[config.mk]
export PLATFORM = sky130hd
export DESIGN_NAME = bu_mac_pipe
export DESIGN_NICKNAME = d
export VERILOG_FILES = /design/src/rtl/bu_mac_pipe.sv
export SDC_FILE = /design/constraint.sdc
export NUM_CORES = 2
export LEC_CHECK = 0
export BUFFER_PORTS_ARGS = -buffer_cell sky130_fd_sc_hd__buf_2
export CAP_MARGIN = 0
export CORE_ASPECT_RATIO = 0.9
export CORE_UTILIZATION = 48
export DETAILED_ROUTE_END_ITERATION = 7
export GPL_TIMING_DRIVEN = 0
export HOLD_SLACK_MARGIN = 0.1
export PLACE_DENSITY = 0.66
export SLEW_MARGIN = 5
export SYNTH_ARGS = -nofsm -noshare
export SYNTH_HDL_FRONTEND = slang
export SYNTH_SLANG_ARGS = --single-unit
[constraint.sdc]
create_clock -name clock -period 12.4 [get_ports clock]
set_input_delay 1.24 -clock clock [delete_from_list [all_inputs] [get_ports clock]]
set_output_delay 1.24 -clock clock [all_outputs]
set_load 0.02 [all_outputs]
[src/rtl/bu_mac_pipe.sv]
// ============================================================================
//  Module      : bu_mac_pipe
//  Description : Pipelined single-precision multiply-add butterfly, result =
//                f(a*b, c), with aligned addend/mode/tag delay lines, valid
//                tracking and an in-flight counter. Optional sticky flags are
//                enabled by defining BU_STICKY_FLAGS_EN.
//                fpmult/fpadd are synthesizable stand-ins for the vendor cores
//                (flush-to-zero, round-to-nearest-even).
//  Revision    : 1.0 - initial release
// ============================================================================
`default_nettype none

module fpmult #(
    parameter int LATENCY = 5
) (
    input  logic        clock,
    input  logic        aclr,
    input  logic        clk_en,
    input  logic [31:0] dataa,
    input  logic [31:0] datab,
    output logic [31:0] result,
    output logic        overflow,
    output logic        underflow
);
    logic               w_sign, w_nan_a, w_nan_b, w_inf_a, w_inf_b, w_zero_a, w_zero_b;
    logic [47:0]        w_prod;
    logic [24:0]        w_mant;
    logic               w_g, w_st, w_ovf, w_udf;
    logic [1:0]         w_adj;
    logic signed [10:0] w_exp;
    logic [31:0]        w_res;
    logic [33:0]        r_pipe [LATENCY];

    always_comb begin
        w_sign   = dataa[31] ^ datab[31];
        w_inf_a  = (dataa[30:23] == 8'hFF) && (dataa[22:0] == '0);
        w_inf_b  = (datab[30:23] == 8'hFF) && (datab[22:0] == '0);
        w_nan_a  = (dataa[30:23] == 8'hFF) && (dataa[22:0] != '0);
        w_nan_b  = (datab[30:23] == 8'hFF) && (datab[22:0] != '0);
        w_zero_a = (dataa[30:23] == 8'h00);
        w_zero_b = (datab[30:23] == 8'h00);
        w_prod   = {1'b1, dataa[22:0]} * {1'b1, datab[22:0]};
        if (w_prod[47]) begin
            w_mant = {1'b0, w_prod[47:24]};
            w_g    = w_prod[23];
            w_st   = |w_prod[22:0];
            w_adj  = 2'd1;
        end else begin
            w_mant = {1'b0, w_prod[46:23]};
            w_g    = w_prod[22];
            w_st   = |w_prod[21:0];
            w_adj  = 2'd0;
        end
        w_mant = w_mant + {24'b0, w_g & (w_st | w_mant[0])};
        if (w_mant[24]) begin
            w_mant = {1'b0, w_mant[24:1]};
            w_adj  = w_adj + 2'd1;
        end
        w_exp = $signed({3'b000, dataa[30:23]}) + $signed({3'b000, datab[30:23]})
              + $signed({9'b0, w_adj}) - 11'sd127;
        w_res = '0;
        w_ovf = 1'b0;
        w_udf = 1'b0;
        if (w_nan_a || w_nan_b || (w_inf_a && w_zero_b) || (w_zero_a && w_inf_b)) begin
            w_res = 32'h7FC0_0000;
        end else if (w_inf_a || w_inf_b) begin
            w_res = {w_sign, 8'hFF, 23'b0};
        end else if (w_zero_a || w_zero_b) begin
            w_res = {w_sign, 31'b0};
        end else if (w_exp >= 11'sd255) begin
            w_res = {w_sign, 8'hFF, 23'b0};
            w_ovf = 1'b1;
        end else if (w_exp <= 11'sd0 || !w_mant[23]) begin
            w_res = {w_sign, 31'b0};
            w_udf = 1'b1;
        end else begin
            w_res = {w_sign, w_exp[7:0], w_mant[22:0]};
        end
    end

    always_ff @(posedge clock or posedge aclr) begin
        if (aclr) begin
            for (int i = 0; i < LATENCY; i++) r_pipe[i] <= '0;
        end else if (clk_en) begin
            r_pipe[0] <= {w_ovf, w_udf, w_res};
            for (int i = 1; i < LATENCY; i++) r_pipe[i] <= r_pipe[i-1];
        end
    end

    assign result    = r_pipe[LATENCY-1][31:0];
    assign underflow = r_pipe[LATENCY-1][32];
    assign overflow  = r_pipe[LATENCY-1][33];
endmodule

module fpadd #(
    parameter int LATENCY = 6
) (
    input  logic        clock,
    input  logic        aclr,
    input  logic        clk_en,
    input  logic [31:0] dataa,
    input  logic [31:0] datab,
    output logic [31:0] result,
    output logic        overflow,
    output logic        underflow,
    output logic        zero
);
    logic               w_inf_a, w_inf_b, w_nan_a, w_nan_b, w_zero_a, w_zero_b;
    logic [30:0]        w_key_a, w_key_b;
    logic               w_big_s, w_sml_s, w_lost, w_found;
    logic [7:0]         w_big_e, w_d;
    logic [23:0]        w_big_m, w_sml_m;
    logic [27:0]        w_big_x, w_sml_x0, w_sml_x, w_mask, w_sum;
    logic [26:0]        w_n;
    logic [4:0]         w_lz;
    logic [24:0]        w_rnd;
    logic signed [10:0] w_e;
    logic [31:0]        w_res;
    logic               w_ovf, w_udf, w_zero;
    logic [34:0]        r_pipe [LATENCY];

    always_comb begin
        w_inf_a  = (dataa[30:23] == 8'hFF) && (dataa[22:0] == '0);
        w_inf_b  = (datab[30:23] == 8'hFF) && (datab[22:0] == '0);
        w_nan_a  = (dataa[30:23] == 8'hFF) && (dataa[22:0] != '0);
        w_nan_b  = (datab[30:23] == 8'hFF) && (datab[22:0] != '0);
        w_zero_a = (dataa[30:23] == 8'h00);
        w_zero_b = (datab[30:23] == 8'h00);
        // Denormals are flushed: a zero exponent contributes no magnitude.
        w_key_a  = {dataa[30:23], w_zero_a ? 23'b0 : dataa[22:0]};
        w_key_b  = {datab[30:23], w_zero_b ? 23'b0 : datab[22:0]};
        if (w_key_a >= w_key_b) begin
            w_big_s = dataa[31]; w_big_e = dataa[30:23];
            w_big_m = w_zero_a ? 24'b0 : {1'b1, dataa[22:0]};
            w_sml_s = datab[31]; w_d = dataa[30:23] - datab[30:23];
            w_sml_m = w_zero_b ? 24'b0 : {1'b1, datab[22:0]};
        end else begin
            w_big_s = datab[31]; w_big_e = datab[30:23];
            w_big_m = w_zero_b ? 24'b0 : {1'b1, datab[22:0]};
            w_sml_s = dataa[31]; w_d = datab[30:23] - dataa[30:23];
            w_sml_m = w_zero_a ? 24'b0 : {1'b1, dataa[22:0]};
        end
        w_big_x  = {1'b0, w_big_m, 3'b000};
        w_sml_x0 = {1'b0, w_sml_m, 3'b000};
        w_mask   = (28'd1 << w_d) - 28'd1;
        w_lost   = |(w_sml_x0 & w_mask);
        if (w_d >= 8'd27) w_sml_x = {27'b0, |w_sml_m};
        else              w_sml_x = (w_sml_x0 >> w_d) | {27'b0, w_lost};
        w_sum = (w_big_s == w_sml_s) ? (w_big_x + w_sml_x) : (w_big_x - w_sml_x);

        w_lz    = '0;
        w_found = 1'b0;
        for (int i = 26; i >= 0; i--) begin
            if (!w_found && w_sum[i]) begin
                w_lz    = 5'(26 - i);
                w_found = 1'b1;
            end
        end
        w_e = $signed({3'b000, w_big_e});
        if (w_sum[27]) begin
            w_n = {w_sum[27:2], w_sum[1] | w_sum[0]};
            w_e = w_e + 11'sd1;
        end else begin
            w_n = w_sum[26:0] << w_lz;
            w_e = w_e - $signed({6'b0, w_lz});
        end
        w_rnd = {1'b0, w_n[26:3]} + {24'b0, w_n[2] & (w_n[1] | w_n[0] | w_n[3])};
        if (w_rnd[24]) begin
            w_rnd = {1'b0, w_rnd[24:1]};
            w_e   = w_e + 11'sd1;
        end

        w_res  = '0;
        w_ovf  = 1'b0;
        w_udf  = 1'b0;
        w_zero = 1'b0;
        if (w_nan_a || w_nan_b || (w_inf_a && w_inf_b && (dataa[31] != datab[31]))) begin
            w_res = 32'h7FC0_0000;
        end else if (w_inf_a) begin
            w_res = {dataa[31], 8'hFF, 23'b0};
        end else if (w_inf_b) begin
            w_res = {datab[31], 8'hFF, 23'b0};
        end else if (w_sum == '0) begin
            w_zero = 1'b1;
        end else if (w_e >= 11'sd255) begin
            w_res = {w_big_s, 8'hFF, 23'b0};
            w_ovf = 1'b1;
        end else if (w_e <= 11'sd0 || !w_rnd[23]) begin
            w_res  = {w_big_s, 31'b0};
            w_udf  = 1'b1;
            w_zero = 1'b1;
        end else begin
            w_res = {w_big_s, w_e[7:0], w_rnd[22:0]};
        end
    end

    always_ff @(posedge clock or posedge aclr) begin
        if (aclr) begin
            for (int i = 0; i < LATENCY; i++) r_pipe[i] <= '0;
        end else if (clk_en) begin
            r_pipe[0] <= {w_zero, w_ovf, w_udf, w_res};
            for (int i = 1; i < LATENCY; i++) r_pipe[i] <= r_pipe[i-1];
        end
    end

    assign result    = r_pipe[LATENCY-1][31:0];
    assign underflow = r_pipe[LATENCY-1][32];
    assign overflow  = r_pipe[LATENCY-1][33];
    assign zero      = r_pipe[LATENCY-1][34];
endmodule

module bu_mac_pipe #(
    parameter int MUL_LAT = 5,
    parameter int ADD_LAT = 6,
    parameter int TAG_W   = 4
) (
    input  logic             clock,
    input  logic             aclr_n,
    input  logic             clk_en,
    input  logic             in_valid,
    input  logic [1:0]       in_mode,
    input  logic [TAG_W-1:0] in_tag,
    input  logic [31:0]      dataa_mul,
    input  logic [31:0]      datab_mul,
    input  logic [31:0]      data_c,
    output logic             out_valid,
    output logic [31:0]      result,
    output logic [TAG_W-1:0] out_tag,
    output logic             zero,
    output logic             overflow,
    output logic             underflow,
`ifdef BU_STICKY_FLAGS_EN
    input  logic             clr_flags,
    output logic             sticky_ovf,
    output logic             sticky_udf,
`endif
    output logic             busy
);
    localparam int         L     = MUL_LAT + ADD_LAT;
    localparam int         CNT_W = $clog2(L + 1);
    localparam logic [1:0] c_mode_sub  = 2'b01;
    localparam logic [1:0] c_mode_rsub = 2'b10;
    localparam logic [1:0] c_mode_mul  = 2'b11;

    logic [31:0]        w_mul_res, w_add_a, w_add_b, w_c_d;
    logic               w_mul_ovf, w_mul_udf, w_add_ovf, w_add_udf;
    logic [1:0]         w_mode_d;
    logic [TAG_W-1:0]   w_tag_d;
    logic               w_accept, w_retire;
    // Stage words: {tag, mode, c} ahead of the adder, {tag, mul_ovf, mul_udf} beside it.
    logic [TAG_W+33:0]  r_s1 [MUL_LAT];
    logic [TAG_W+1:0]   r_s2 [ADD_LAT];
    logic [L-1:0]       r_valid;
    logic [CNT_W-1:0]   r_cnt;

    fpmult #(.LATENCY(MUL_LAT)) u_fpmult (
        .clock     (clock),
        .aclr      (~aclr_n),
        .clk_en    (clk_en),
        .dataa     (dataa_mul),
        .datab     (datab_mul),
        .result    (w_mul_res),
        .overflow  (w_mul_ovf),
        .underflow (w_mul_udf)
    );

    assign w_c_d    = r_s1[MUL_LAT-1][31:0];
    assign w_mode_d = r_s1[MUL_LAT-1][33:32];
    assign w_tag_d  = r_s1[MUL_LAT-1][TAG_W+33:34];

    always_comb begin
        w_add_a = w_mul_res;
        w_add_b = w_c_d;
        case (w_mode_d)
            c_mode_sub:  w_add_b = {~w_c_d[31], w_c_d[30:0]};
            c_mode_rsub: w_add_a = {~w_mul_res[31], w_mul_res[30:0]};
            c_mode_mul:  w_add_b = 32'h0000_0000;
            default:     w_add_b = w_c_d;
        endcase
    end

    fpadd #(.LATENCY(ADD_LAT)) u_fpadd (
        .clock     (clock),
        .aclr      (~aclr_n),
        .clk_en    (clk_en),
        .dataa     (w_add_a),
        .datab     (w_add_b),
        .result    (result),
        .overflow  (w_add_ovf),
        .underflow (w_add_udf),
        .zero      (zero)
    );

    always_ff @(posedge clock or negedge aclr_n) begin
        if (!aclr_n) begin
            for (int i = 0; i < MUL_LAT; i++) r_s1[i] <= '0;
            for (int i = 0; i < ADD_LAT; i++) r_s2[i] <= '0;
            r_valid <= '0;
        end else if (clk_en) begin
            r_s1[0] <= {in_tag, in_mode, data_c};
            for (int i = 1; i < MUL_LAT; i++) r_s1[i] <= r_s1[i-1];
            r_s2[0] <= {w_tag_d, w_mul_ovf, w_mul_udf};
            for (int i = 1; i < ADD_LAT; i++) r_s2[i] <= r_s2[i-1];
            r_valid <= {r_valid[L-2:0], in_valid};
        end
    end

    assign out_valid = r_valid[L-1];
    assign out_tag   = r_s2[ADD_LAT-1][TAG_W+1:2];
    assign overflow  = w_add_ovf | r_s2[ADD_LAT-1][1];
    assign underflow = w_add_udf | r_s2[ADD_LAT-1][0];

    assign w_accept = clk_en & in_valid;
    assign w_retire = clk_en & out_valid;

    always_ff @(posedge clock or negedge aclr_n) begin
        if (!aclr_n) begin
            r_cnt <= '0;
        end else if (w_accept && !w_retire && (r_cnt != CNT_W'(L))) begin
            r_cnt <= r_cnt + 1'b1;
        end else if (!w_accept && w_retire && (r_cnt != '0)) begin
            r_cnt <= r_cnt - 1'b1;
        end
    end

    assign busy = (r_cnt != '0);

`ifdef BU_STICKY_FLAGS_EN
    // A flag raised in the same cycle as a clear must survive.
    always_ff @(posedge clock or negedge aclr_n) begin
        if (!aclr_n) begin
            sticky_ovf <= 1'b0;
            sticky_udf <= 1'b0;
        end else begin
            if (w_retire && overflow)  sticky_ovf <= 1'b1;
            else if (clr_flags)        sticky_ovf <= 1'b0;
            if (w_retire && underflow) sticky_udf <= 1'b1;
            else if (clr_flags)        sticky_udf <= 1'b0;
        end
    end
`endif
endmodule

`default_nettype wire

==> metrics.yaml <==
synth:
  async_reset_ff_share_pct: 100
  ys_seq_area_share_pct: 27.5
  synth_cell_types: 117
  syn-num-nets: 6765
  ys_seq_elements: 621
  avgSynthCellArea_um2: 9.60
  syn_area_mm2: 0.0565
  ys.flop_type: "dfrtp_1"
  synthCells: 5888
  synth-edff-count: 0
  ys_warn_count: 0
critical_path:
  cpPeakStageDelay_ps: 630
  path_class: "register to register"
  cp_max_fo: 10
  endpoint_kind: "register"
  crit_path_start_kind: "register"
  critPathSlowestCell: "or4_4"
  worstPathRequired_ps: 12900
  worstPathArrival_ps: 13010
  rrSetupSlack_ps: -110
grt:
  track_usage_pct: 31.0
  grt_pass1_wl_um: 285000
  grt_max_degree: 125
  grt-ovfl-total: 0
  grt_pass1_vias: 47100
  grt_antenna_before_repair: 5
clocking:
  ctsHoldBuffers: 0
  cts_tree: "yes"
  clkLatencyLatePin_ps: 630
  h-tree-depth: 2
  root_buffer: "clkbuf_16"
  cts_buffer_depth: 3
  cts_inserted_buffers: 55
  cts.clk_slew.worst_paths_ps: 70
  clkSinkCount: 621
die:
  rows: 119
  die_w_um: 364
  die_y_um: 328
  die_area_mm2: 0.119
  initial_utilization_pct: 48.4
  ios: 147
  core_area_mm2: 0.117
routing:
  firstDrtPassIters: 8
  post_drt_wl_per_cell_um: 23.4
  dr.first_iter.drc_count: 4956
  vias_per_cell: 5.93
  drc: 4
  vias: 47100
  drtAntennaViolNets: 0
  wirelength_um: 186000
sta:
  max_slew_margin_pct: 4.45
  period_needed_ps: 12510
  hold_viol: 0
  max_freq_mhz: 80.0
  finalSetupTns_ps: -783
  setup_viol: 18
  worst_slew_pin_slew_ps: 1420
  timing.final.ws_setup_ps: -107
  skew_ps: 27.1
  finalCritPeriodShare_pct: 101
  rsz0062_at_grt: "true"
  drv_slew: 0
outcome:
  status: "complete, but fails checks"
  violations: "design-rule violations, negative setup slack"
final_layout:
  final_layout_size_suffix_gt1_share_pct: 27.3
  area_growth_pct: 18.7
  nNetsFinal: 7212
  fillers: 10200
placement:
  gp_congestion: 1.02
  hpwl_um: 145000
  port_buffers: 142
min_path:
  hold_path_class: "input pin to asynchronous set/reset pin"
run:
  cap_violations: 0
[path summary, 6_finish.rpt]
kind,from,endpoint,depth (start not counted)
setup / recovery,u_fpmult.result[30],u_fpadd.r_pipe[207],57
hold / removal,aclr_n,u_fpadd.r_pipe[108],1
setup reg to reg,u_fpmult.result[30],u_fpadd.r_pipe[207],57
hold reg to reg,u_fpadd.r_pipe[100],u_fpadd.r_pipe[65],1
max in group asynchronous,aclr_n,u_fpmult.overflow,5
min in group clock,u_fpadd.r_pipe[100],u_fpadd.r_pipe[65],1
[placed cells by master, fill, tap and decap left out, drive strengths merged, types with 47 or more instances in the layout]
cell type / n
inv: 666
dfrtp: 621
nand2: 618
mux2: 558
buf: 509
fa: 489
clkbuf: 315
nor2: 295
ha: 282
and2: 263
a21oi: 259
o21ai: 210
nor3: 109
xnor2: 103
nand3: 93
mux2i: 71
nand4: 60
a211oi: 60
nor4: 51
o211ai: 47
[flip-flops by register name, indices dropped and copies added, names as in the netlist, 4 cells and up]
signal           count
u_fpmult.result     32
u_fpadd.result      32
out_tag              4
u_fpmult.r_pipe    136
r_s2                32
r_valid             11
u_fpadd.r_pipe     175
r_s1               190
r_cnt                4
[cells in the mapped netlist (12+ instances only)]
| cell | count | area (um2) |
|---|---|---|
| a2111oi_0 | 12 | 105 |
| a211oi_1 | 56 | 420 |
| a21o_1 | 39 | 293 |
| a21oi_1 | 257 | 1290 |
| a31oi_1 | 32 | 200 |
| and2_1 | 262 | 1640 |
| and3_1 | 30 | 188 |
| buf_1 | 16 | 60.1 |
| buf_2 | 38 | 190 |
| buf_4 | 39 | 293 |
| clkbuf_1 | 260 | 976 |
| dfrtp_1 | 621 | 15500 |
| fa_1 | 489 | 9790 |
| ha_1 | 282 | 3530 |
| inv_1 | 658 | 2470 |
| mux2_2 | 558 | 6280 |
| mux2i_1 | 71 | 711 |
| nand2_1 | 616 | 2310 |
| nand2b_1 | 34 | 213 |
| nand3_1 | 92 | 460 |
| nand4_1 | 58 | 363 |
| nor2_1 | 293 | 1100 |
| nor2b_1 | 18 | 113 |
| nor3_1 | 105 | 526 |
| nor4_1 | 50 | 313 |
| o211ai_1 | 45 | 338 |
| o21a_1 | 22 | 165 |
| o21ai_0 | 202 | 1010 |
| o21bai_1 | 34 | 255 |
| o22ai_1 | 24 | 150 |
| o2bb2ai_1 | 38 | 333 |
| o31a_1 | 13 | 114 |
| o31ai_1 | 25 | 188 |
| or2_2 | 27 | 169 |
| or3_1 | 29 | 181 |
| or4_1 | 15 | 113 |
| xnor2_1 | 103 | 902 |
| xor2_1 | 46 | 403 |
[logic make-up (layout without fill, tap and decap cells)]
family | Yosys count | in the layout | share of synthesized area, %
AO/OA/AOI/OAI | 1002 | 1002 | 12.2
other | 0 | 3 | 0
XOR/XNOR | 149 | 149 | 2.31
AND/OR/NAND/NOR | 1685 | 1685 | 14.6
flip-flops | 621 | 621 | 27.5
buffers and inverters | 1023 | 1514 | 7.24
adder cells (fa/ha/maj) | 771 | 771 | 23.6
multiplexers | 637 | 637 | 12.7
[metrics by stage]
stage,area [um2],setup WS (ps),cells,utilization [%],hold WS [ps]
after detailed placement,59400,-4340,7609,50.9,468
after floorplan,56600,0.719,5888,-,441
after global routing,67100,-402,7952,57.4,390
after CTS,64700,1.94,7850,55.3,376
after global placement,59300,-4630,7603,50.7,467
final,67100,-107,7955,57.4,401
[worst max-delay path, delay by kind of cell (launching register included)]
kind            cells  cell delay (ps)
mux                 1              120
fa+ha+maj           3              880
flops               1              490
simple gates       18             4610
buf+inv            13             1920
compound gates     22             4310
[routing by layer]
| metal | GRT usage [%] | wire length [um] |
|---|---|---|
| met5 | 0 | 12 |
| met4 | 10.2 | 7320 |
| met3 | 6.98 | 17500 |
| met2 | 45.8 | 79400 |
| met1 | 45.0 | 81700 |
[cell type report]
type | instances | area [um2] | area share, %
Antenna cell | 3 | 7.51 | 0.0112
Buffer | 337 | 2300 | 3.43
Clock buffer | 76 | 1620 | 2.41
Clock inverter | 25 | 263 | 0.392
Inverter | 663 | 2510 | 3.74
Multi-Input combinational cell | 4244 | 39700 | 59.2
Sequential cell | 621 | 15500 | 23.2
Tap cell | 1573 | 1970 | 2.93
Timing Repair Buffer | 412 | 3150 | 4.70
Timing Repair inverter | 1 | 8.76 | 0.0131
[timing repair]
action	in CTS	in global routing
pin swaps	105	175
setup endpoints to repair	68	66
gates resized for setup	563	426
cloned	7	3
buffers inserted	147	109
Power is not shown: default switching activity piles up to over one toggle a cycle in this logic, so the estimate is an artifact.
